## src/rtl/reg_bank_cols.sv

```systemverilog
// Register storage with a per-register busy scoreboard, exposed bit-column-major so each bit
// position forms one NUM_REGS-wide group feeding a downstream read-select mux.
module reg_bank_cols #(
  parameter int unsigned NUM_REGS = 8,
  parameter int unsigned WIDTH    = 8,
  parameter int unsigned ADDR_W   = 3
) (
  input  logic                      clk,
  input  logic                      reset_n,
  input  logic                      wr_en,
  input  logic [ADDR_W-1:0]         wr_addr,
  input  logic [WIDTH-1:0]          wr_data,
  input  logic                      rsv_en,
  input  logic [ADDR_W-1:0]         rsv_addr,
  output logic [WIDTH*NUM_REGS-1:0] col_q,
  output logic [NUM_REGS-1:0]       busy,
  output logic                      wr_ack,
  output logic                      wr_nop
);

  localparam logic [ADDR_W-1:0] ZR = ADDR_W'(NUM_REGS - 1);

  logic [NUM_REGS-1:0][WIDTH-1:0] regs_d, regs_q;
  logic [NUM_REGS-1:0]            busy_d, busy_q;
  logic [NUM_REGS-1:0]            wr_sel, rsv_sel;
  logic                           wr_ack_d, wr_ack_q;
  logic                           wr_nop_d, wr_nop_q;

  // One-hot decoders; the zero register never gets a select.
  always_comb begin
    wr_sel  = '0;
    rsv_sel = '0;
    for (int r = 0; r < NUM_REGS - 1; r++) begin
      wr_sel[r]  = wr_en  && (wr_addr  == ADDR_W'(r));
      rsv_sel[r] = rsv_en && (rsv_addr == ADDR_W'(r));
    end
  end

  always_comb begin
    regs_d = regs_q;
    for (int r = 0; r < NUM_REGS; r++) begin
      if (wr_sel[r]) begin
        regs_d[r] = wr_data;
      end
    end
    regs_d[NUM_REGS-1] = '0;
    // Reserve is applied after the write clear so a same-address reserve wins.
    busy_d   = (busy_q & ~wr_sel) | rsv_sel;
    wr_ack_d = wr_en && (wr_addr != ZR);
    wr_nop_d = wr_en && (wr_addr == ZR);
  end

  always_ff @(posedge clk or negedge reset_n) begin
    if (!reset_n) begin
      regs_q   <= '0;
      busy_q   <= '0;
      wr_ack_q <= 1'b0;
      wr_nop_q <= 1'b0;
    end else begin
      regs_q   <= regs_d;
      busy_q   <= busy_d;
      wr_ack_q <= wr_ack_d;
      wr_nop_q <= wr_nop_d;
    end
  end

  for (genvar b = 0; b < WIDTH; b++) begin : g_col
    for (genvar r = 0; r < NUM_REGS; r++) begin : g_row
      assign col_q[b*NUM_REGS + r] = regs_q[r][b];
    end
  end

  assign busy   = busy_q;
  assign wr_ack = wr_ack_q;
  assign wr_nop = wr_nop_q;

endmodule
```

## config.mk

```make
export PLATFORM = sky130hd
export DESIGN_NAME = reg_bank_cols
export DESIGN_NICKNAME = d
export VERILOG_FILES = /design/src/rtl/reg_bank_cols.sv
export SDC_FILE = /design/constraint.sdc
export NUM_CORES = 1
export LEC_CHECK = 0
export ABC_AREA = 1
export CORE_MARGIN = 4
export CORE_UTILIZATION = 50
export CTS_BUF_LIST = sky130_fd_sc_hd__clkbuf_16
export DETAILED_ROUTE_END_ITERATION = 7
export DONT_BUFFER_PORTS = 1
export PLACE_DENSITY = 0.63
export SLEW_MARGIN = 20
export SYNTH_ARGS = -nofsm -noshare
export SYNTH_HDL_FRONTEND = slang
export SYNTH_SLANG_ARGS = --single-unit
```

## constraint.sdc

```tcl
create_clock -name clk -period 1 [get_ports clk]
set_input_delay 0.1 -clock clk [delete_from_list [all_inputs] [get_ports clk]]
set_output_delay 0.1 -clock clk [all_outputs]
set_load 0.01 [all_outputs]
```

Word level (Yosys, flattened, before mapping)
Index checks and enable logic that the tools add are counted.
Storage, ports and cells
  flip-flop bits (word level): 66
  bits of input ports: 18
  output and inout port bits: 74
  logic and storage cells: 45
Operators by class
  equal/unequal tests: 14
  bitwise gates (word level): 3
  reductions and logical operators: 18
Operators by type and width (number)
  $eq A3 B3 Y1 const B: 7
  $logic_and A1 B1 Y1: 16
  $eq A3 B2 Y1 const B: 4
  $and A8 B8 Y8: 1
  $not A7 Y8: 1
  $or A8 B7 Y8: 1
  $eq A3 B1 Y1 const B: 2
  $logic_not A3 Y1: 2
  $ne A3 B3 Y1 const B: 1

Longest topological paths before layout
Gate-level depths: netlist of run 1.
  word-level depth: 5
  gate-level depth with buffers: 6
  depth with buffers taken out: 5

Least setup slack after synthesis of run 1
OpenSTA, ideal clock, no wires.
  kind: input to register
  start point: in wr_en
  end point: reg regs_q (netlist bit col_q[25])
  setup time: 66 ps
  arrival time: 719 ps
  data required time: 934 ps
  setup slack: 215 ps
  cell stages on the path: 5
  buffers on the path: 1
  cell sequence: inv_1 nor2_4 buf_4 nand3_1 nand2_1
Between the ends
  longest elaborated chain between the ends: 1
RTL lines
  from (decl): line 10  | input logic wr_en,
  $logic_and A1 B1 Y1: line 34  | wr_sel[r] = wr_en && (wr_addr == ADDR_W'(r));
  to (signal assigned): line 60  | regs_q <= regs_d;
  to (decl): line 23  | logic [NUM_REGS-1:0][WIDTH-1:0] regs_d, regs_q;
No other way between the ends.
A chain may end at the register's enable or synchronous reset.

Final worst setup path of run 1
  start point: in wr_addr[1]
  end point: reg regs_q (netlist bit col_q[11])
Between the ends
  longest elaborated chain between the ends: 2
RTL lines
  from (decl): line 11  | input logic [ADDR_W-1:0] wr_addr,
  $eq A3 B2 Y1: line 34
  $logic_and A1 B1 Y1: line 34
No other way between the ends.

==> flow_metrics.py, run 1 <==
metrics = {
    "synth": {
        "yosys.area_share.adder_pct": 0,
        "number_of_flip_flops_and_latches_in_the_synthesized_netlist": 65,
        "postSynth.asyncResetShare_pct": 100,
        "syn-mean-instance-area_um2": 8.84,
        "synth.cells.most_frequent": "162 x nand2_1, 65 x dfrtp_1, 33 x nand3_1",
        "synth_top_cell_by_area": "dfrtp_1",
        "netlist_area_um2": 2700,
        "synth.lib_cells_used.distinct": 14,
        "synth.top_cell.area_share_pct": 60.4,
        "synthSimpleGateAreaFrac_pct": 34.1,
        "synth-edff-count": 0,
        "main_combinational_cell_family_by_area_after_synthesis": "simple AND/OR/NAND/NOR gates",
        "yosys.cell_count.top_type": "nand2_1",
        "syn_inst": 305,
        "postSynth.topFlopCell": "dfrtp_1",
        "multiplexer_area_fraction_after_synthesis_pct": 0,
        "yosys_warnings": 0,
        "netlist_top_cells_area": "dfrtp_1 60%, nand2_1 23%, nand3_1 6.1%",
        "synth.yosys.seq_area_share_pct": 60.4,
        "complex_gate_fraction_of_the_synthesized_area_pct": 0.186,
        "xor_and_xnor_fraction_of_the_mapped_netlist_area_pct": 0,
    },
    "hold_path": {
        "holdCritPathClass": "input pin to async pin",
    },
    "timing": {
        "number_of_max_slew_violations_in_the_final_report": 0,
        "clock.fmax_mhz": 1080,
        "holdWs_ns": -0.534,
        "fin_worst_skew_ns": 0,
        "post-route-period-util_pct": 92.4,
        "finalWorstPathRequiredPeriod_ns": 0.924,
        "final_hold_viol_count": 69,
        "fin_tns_setup_ns": 0,
        "setup_viol_count_final": 0,
        "rsz0062_at_grt": "no",
    },
    "clock_network": {
        "clock_insertion_delay_worst_skew_ns": 0.32,
        "path_clk_slew_ns": 0.05,
        "clockRootBuffer": "clkbuf_16",
        "number_of_buffers_created_by_cts": 9,
        "cts_max_path_buffers": 2,
        "clock_tree.htree_level_count": 3,
        "clkSinkCount": 65,
        "cts_tree": "built",
    },
    "die": {
        "initial_utilization_pct": 52.1,
        "num_rows": 26,
        "chipWidth_um": 81.4,
        "die_area_um2": 6630,
        "die_ht_um": 81.4,
        "coreArea_um2": 5170,
        "pin_count": 92,
    },
    "global_routing": {
        "global_route_wire_length_before_repair_um": 10900,
        "grt_util_all_layers_pct": 22.8,
        "maximum_number_of_pins_on_one_net_before_global_route_repair": 66,
        "antenna_found_initial": 0,
        "vias_in_the_first_global_route": 2044,
        "globalRouteOverflowTotal": 0,
    },
    "worst_setup_path": {
        "crit_path_launch_type": "input pin",
        "worst_ep_arrival_time_ns": 1.18,
        "critical_path_required_ns": 1.26,
        "critical_path.reg2reg.startpoint": "col_q[22]$_DFFE_PN0P_",
        "r2r_setup_slack_ns": 0.31,
        "crit_path_capture_type": "register",
        "r2r_cells": 2,
        "worst_r2r_endpoint": "col_q[22]$_DFFE_PN0P_",
        "worst-path-max-fanout": 9,
        "timing.setup.critical_path_class": "input pin to register",
    },
    "place": {
        "gp_routability_congestion": 0.750,
        "io_buffer_count": 0,
        "dpl.hpwl_um": 4350,
        "placed_cells": 377,
    },
    "run_status": {
        "failed_checks": "negative hold slack",
        "outcome": "finished, violations left",
    },
    "power": {
        "irDropWorstVdd_v": 0.00110,
        "p_switching_uw": 2080,
        "p_int_uw": 5050,
        "p_leak_uw": 0.00182,
        "netSwitchingFraction_pct": 29.2,
        "power.clock.fraction_pct": 37.7,
        "power.density_cell_area_nw_per_um2": 2180,
        "seqPwrFrac_pct": 52.2,
        "power_frac_comb_pct": 10.1,
    },
    "detailed_routing": {
        "wl_per_cell_um": 16.5,
        "first_pass_iters": 5,
        "vias": 2057,
        "drt_drc_violations_left": 0,
        "first_iter_violations": 123,
        "vias_per_cell": 4.93,
        "drtAntennaViolNets": 0,
        "routed_wirelength_um": 6880,
    },
    "cells_and_area": {
        "areaGrowthSynthToFinish_pct": 21.5,
        "share_of_layout_cells_above_drive_strength_1_pct": 10.7,
        "finalNetCount": 360,
        "antennaDiodeCount": 0,
        "fin_cells": 417,
    },
    "run": {
        "maxCapViolCount": 0,
    },
}
==> worst max-delay path: stages <==
cell and delay, ns:
dlygate4sd3_1 0.56, nand2_2 0.14, inv_1 0.06, nand2_2 0.16, nand2_1 0.08, nand2_1 0.08
==> metrics by stage <==
step	power (uW)	hold WS [ns]	utilization (%)	area, um^2	setup WS, ns
global route	7520	-0.554	63.3	3280	0.0249
detailed placement	4360	-0.194	53.7	2780	0.0761
global placement	4330	-0.194	53.7	2780	0.108
finish	7130	-0.534	63.3	3280	0.0758
CTS	7180	-0.542	62.2	3220	0.0198
floorplan	4160	-0.196	-	2730	0.215
==> per-layer routing <==
layer	vias to the layer above	wire [um]	GRT usage, %
li1	1003	-	-
met1	948	2720	28.7
met2	93	3380	34.8
met3	13	648	9.21
met4	0	129	10.1
met5	-	0	0
==> layout by cell type, fill, tap and decap left out, drive strengths merged <==
cell type,synthesis,final
nand2,169,169
dfrtp,65,65
nand3,33,33
dlygate4sd3,0,21
inv,11,14
nor2,12,12
conb,1,9
clkbuf,0,9
buf,13,9
clkinv,0,4
o21ai,1,1
dlymetal6s4s,0,1
==> what timing repair did <==
item,4_1_cts,5_1_grt
buffers inserted,0,2
endpoints found under the setup margin,0,14
resized for setup,0,2
hold buffers,18,5
hold endpoints to repair,130,68
==> final cells by class <==
type	instances	area, um^2
fillers	430	1900
flip-flops and latches	65	1630
multi-input cells	224	961
repair buffers	31	303
clock buffers	9	225
well taps	70	87.6
inverters	11	41.3
clock inverters	7	31.3
==> state kept, by name, summed over array words and instances (netlist names) <==
register	cells
wr_nop	1
wr_ack	1
col_q	56
busy	7
==> cell families (layout without fill, tap and decap cells) <==
| group | count (synthesis) | count (layout) |
|---|---|---|
| AND/OR/NAND/NOR | 214 | 214 |
| flip-flops | 65 | 65 |
| buffers and inverters | 24 | 58 |
| other | 1 | 9 |
| AO/OA/AOI/OAI | 1 | 1 |
==> power groups by stage <==
stage          clock, uW  sequential, uW  combinational [uW]
6_report            2690            3720                 723
5_1_grt             2880            3790                 854
4_1_cts             2740            3740                 703
3_5_place_dp           0            3770                 593
3_3_place_gp           0            3770                 564
2_1_floorplan          0            3640                 524
==> worst max path at each step <==
stage | depth (start not counted) | from | to | slack (ns)
6_report | 6 | wr_addr[1] | col_q[11]$_DFFE_PN0P_ | 0.08
3_5_place_dp | 5 | wr_en | col_q[27]$_DFFE_PN0P_ | 0.08
4_1_cts | 5 | wr_addr[0] | col_q[9]$_DFFE_PN0P_ | 0.02
3_3_place_gp | 5 | wr_en | col_q[56]$_DFFE_PN0P_ | 0.11
5_1_grt | 6 | wr_addr[1] | col_q[27]$_DFFE_PN0P_ | 0.02
2_1_floorplan | 5 | wr_en | col_q[25]$_DFFE_PN0P_ | 0.22
No activity file was read; power rests on OpenSTA's default activity.
==> run 2, diff against run 1 <==
RECOVER_POWER = 100   (was default)
SETUP_SLACK_MARGIN = 0.3   (was default)
SLEW_MARGIN = 10   (was 20)
==> run 2 against run 1 <==
Against the previous run: the run still ends with negative hold slack left; final cell count shrank 3.4%; critical path depth shrank 6; fmax rose by 8.2%; worst setup slack better by 0.070 ns; critical endpoint is now col_q[10]; largest power group unchanged.
==> flow_metrics.py, run 2 (synthesis results as in run 1) <==
metrics = {
    "die": {
        "num_rows": 26,
        "initial_utilization_pct": 52.1,
        "coreArea_um2": 5170,
        "chipWidth_um": 81.4,
        "pin_count": 92,
        "die_ht_um": 81.4,
        "die_area_um2": 6630,
    },
    "clock_network": {
        "cts_tree": "built",
        "cts_max_path_buffers": 2,
        "path_clk_slew_ns": 0.06,
        "clkSinkCount": 65,
        "number_of_buffers_created_by_cts": 9,
        "clock_insertion_delay_worst_skew_ns": 0.32,
        "hold_fix_buffers_at_cts": 12,
        "clockRootBuffer": "clkbuf_16",
        "clock_tree.htree_level_count": 3,
        "postCtsSetupBuffers": 0,
    },
    "global_routing": {
        "met1_usage_pct": 29.3,
        "met2_usage_pct": 34.2,
        "global_route_wire_length_before_repair_um": 10800,
        "maximum_number_of_pins_on_one_net_before_global_route_repair": 66,
        "grt_busiest_layer": "met2",
        "globalRouteOverflowTotal": 0,
        "grt_util_all_layers_pct": 22.2,
        "antenna_found_initial": 0,
        "groute.layer.met3.usage_pct": 7.02,
        "vias_in_the_first_global_route": 2076,
    },
    "timing": {
        "rsz0062_at_grt": "yes",
        "tightestPinTransition_ns": 0.535,
        "holdWs_ns": -0.527,
        "number_of_max_slew_violations_in_the_final_report": 0,
        "clock.fmax_mhz": 1170,
        "finalWorstPathRequiredPeriod_ns": 0.854,
        "fin_worst_skew_ns": 0,
        "slew_headroom_pct": 64.2,
        "fin_tns_setup_ns": 0,
        "final_hold_viol_count": 77,
        "setup_viol_count_final": 0,
        "post-route-period-util_pct": 85.4,
    },
    "cells_and_area": {
        "final_common_cell": "nand2_1",
        "finalNetCount": 346,
        "share_of_layout_cells_above_drive_strength_1_pct": 15.6,
        "largest_register_ffs": 56,
        "postLayoutCoreUtil_pct": 64.8,
        "filler_cell_count": 421,
        "mostFrequentLayoutCells": "159 x nand2_1, 64 x dfrtp_1, 22 x nand3_1",
        "areaGrowthSynthToFinish_pct": 24.4,
        "antennaDiodeCount": 0,
    },
    "power": {
        "power_frac_comb_pct": 9.0,
        "netSwitchingFraction_pct": 26.9,
        "power.density_cell_area_nw_per_um2": 2380,
        "power.clock.fraction_pct": 44.4,
        "p_leak_uw": 0.00187,
        "seqPwrFrac_pct": 46.6,
        "p_switching_uw": 2150,
        "p_int_uw": 5830,
        "irDropWorstVdd_v": 0.00141,
    },
    "place": {
        "dpl.hpwl_um": 4530,
        "io_buffer_count": 0,
        "gp_routability_congestion": 0.760,
    },
    "run_status": {
        "outcome": "finished, violations left",
        "failed_checks": "negative hold slack",
    },
    "worst_setup_path": {
        "crit_path_capture_type": "output port",
        "worst-path-max-fanout": 2,
        "timing.setup.critical_path_class": "register to output port",
        "critical_path_required_ns": 0.90,
        "crit_path_launch_type": "register",
        "worst_ep_arrival_time_ns": 0.75,
    },
    "detailed_routing": {
        "drt_drc_violations_left": 0,
        "vias": 2041,
        "first_pass_iters": 5,
        "wl_per_cell_um": 17.4,
        "first_iter_violations": 63,
        "drtAntennaViolNets": 0,
        "routed_wirelength_um": 7020,
        "vias_per_cell": 5.06,
    },
    "run": {
        "maxCapViolCount": 0,
    },
    "hold_path": {
        "holdCritPathClass": "input pin to async pin",
    },
}
-- run 2: changes by cell type in the layout (fill, tap and decap cells not counted), sizes merged --
cell / before / now
bufinv: 0 / 3
buf: 9 / 5
inv: 14 / 11
clkinv: 4 / 3
dlymetal6s4s: 1 / 10
clkinvlp: 0 / 1
dlygate4sd3: 21 / 2
-- run 2: area by class of cell --
class                           instances  area, um^2  area share (%)
Clock buffer                            9         225            6.72
Clock inverter                          7         119            3.55
Inverter                               11        56.3            1.68
Multi-Input combinational cell        224        1030            30.7
Sequential cell                        65        1630            48.6
Tap cell                               70        87.6            2.61
Timing Repair Buffer                   17         208            6.20
-- run 2: power by group through the flow --
stage	registers [uW]	clock network [uW]	logic, uW
after floorplan	3640	0	548
after global placement	3760	0	596
after detailed placement	3770	0	625
after CTS	3730	3610	727
after global routing	3780	3710	847
final	3710	3540	721
-- run 2: final timing paths --
kind | startpoint | end | slack (ns) | cells past startpoint
worst max-delay path | col_q[10]$_DFFE_PN0P_ | col_q[10] | 0.15 | 0
min in group clk | wr_addr[1] | col_q[16]$_DFFE_PN0P_ | -0.02 | 3
max in group asynchronous | reset_n | col_q[53]$_DFFE_PN0P_ | 1.43 | 0
worst max register to register | col_q[10]$_DFFE_PN0P_ | col_q[10]$_DFFE_PN0P_ | 0.30 | 2
worst min register to register | col_q[33]$_DFFE_PN0P_ | col_q[33]$_DFFE_PN0P_ | 0.53 | 2
worst min-delay path | reset_n | col_q[12]$_DFFE_PN0P_ | -0.53 | 0
-- run 2: metrics by stage --
stage / cells / instance area (um^2) / total power (uW) / hold WS [ns] / worst slack, ns
2_1_floorplan: 313 / 2810 / 4190 / -0.196 / 0.242
3_3_place_gp: 375 / 2850 / 4360 / -0.194 / 0.147
3_5_place_dp: 375 / 2850 / 4390 / -0.194 / 0.124
4_1_cts: 403 / 3320 / 8060 / -0.538 / 0.135
5_1_grt: 403 / 3350 / 8340 / -0.542 / 0.123
6_report: 403 / 3350 / 7980 / -0.527 / 0.146
-- run 2: timing repair --
| item | CTS | global route |
|---|---|---|
| resized for setup | 0 | 17 |
| pin swaps | 2 | 31 |
| hold endpoints to repair | 130 | 70 |
| gates cloned | 0 | 0 |
| endpoints found under the setup margin | 66 | 128 |
-- run 2: metal layers --
| metal | vias to the layer above | wire length, um |
|---|---|---|
| li1 | 979 | - |
| met1 | 976 | 2990 |
| met2 | 80 | 3390 |
| met3 | 6 | 585 |
| met4 | 0 | 51 |
| met5 | - | 0 |
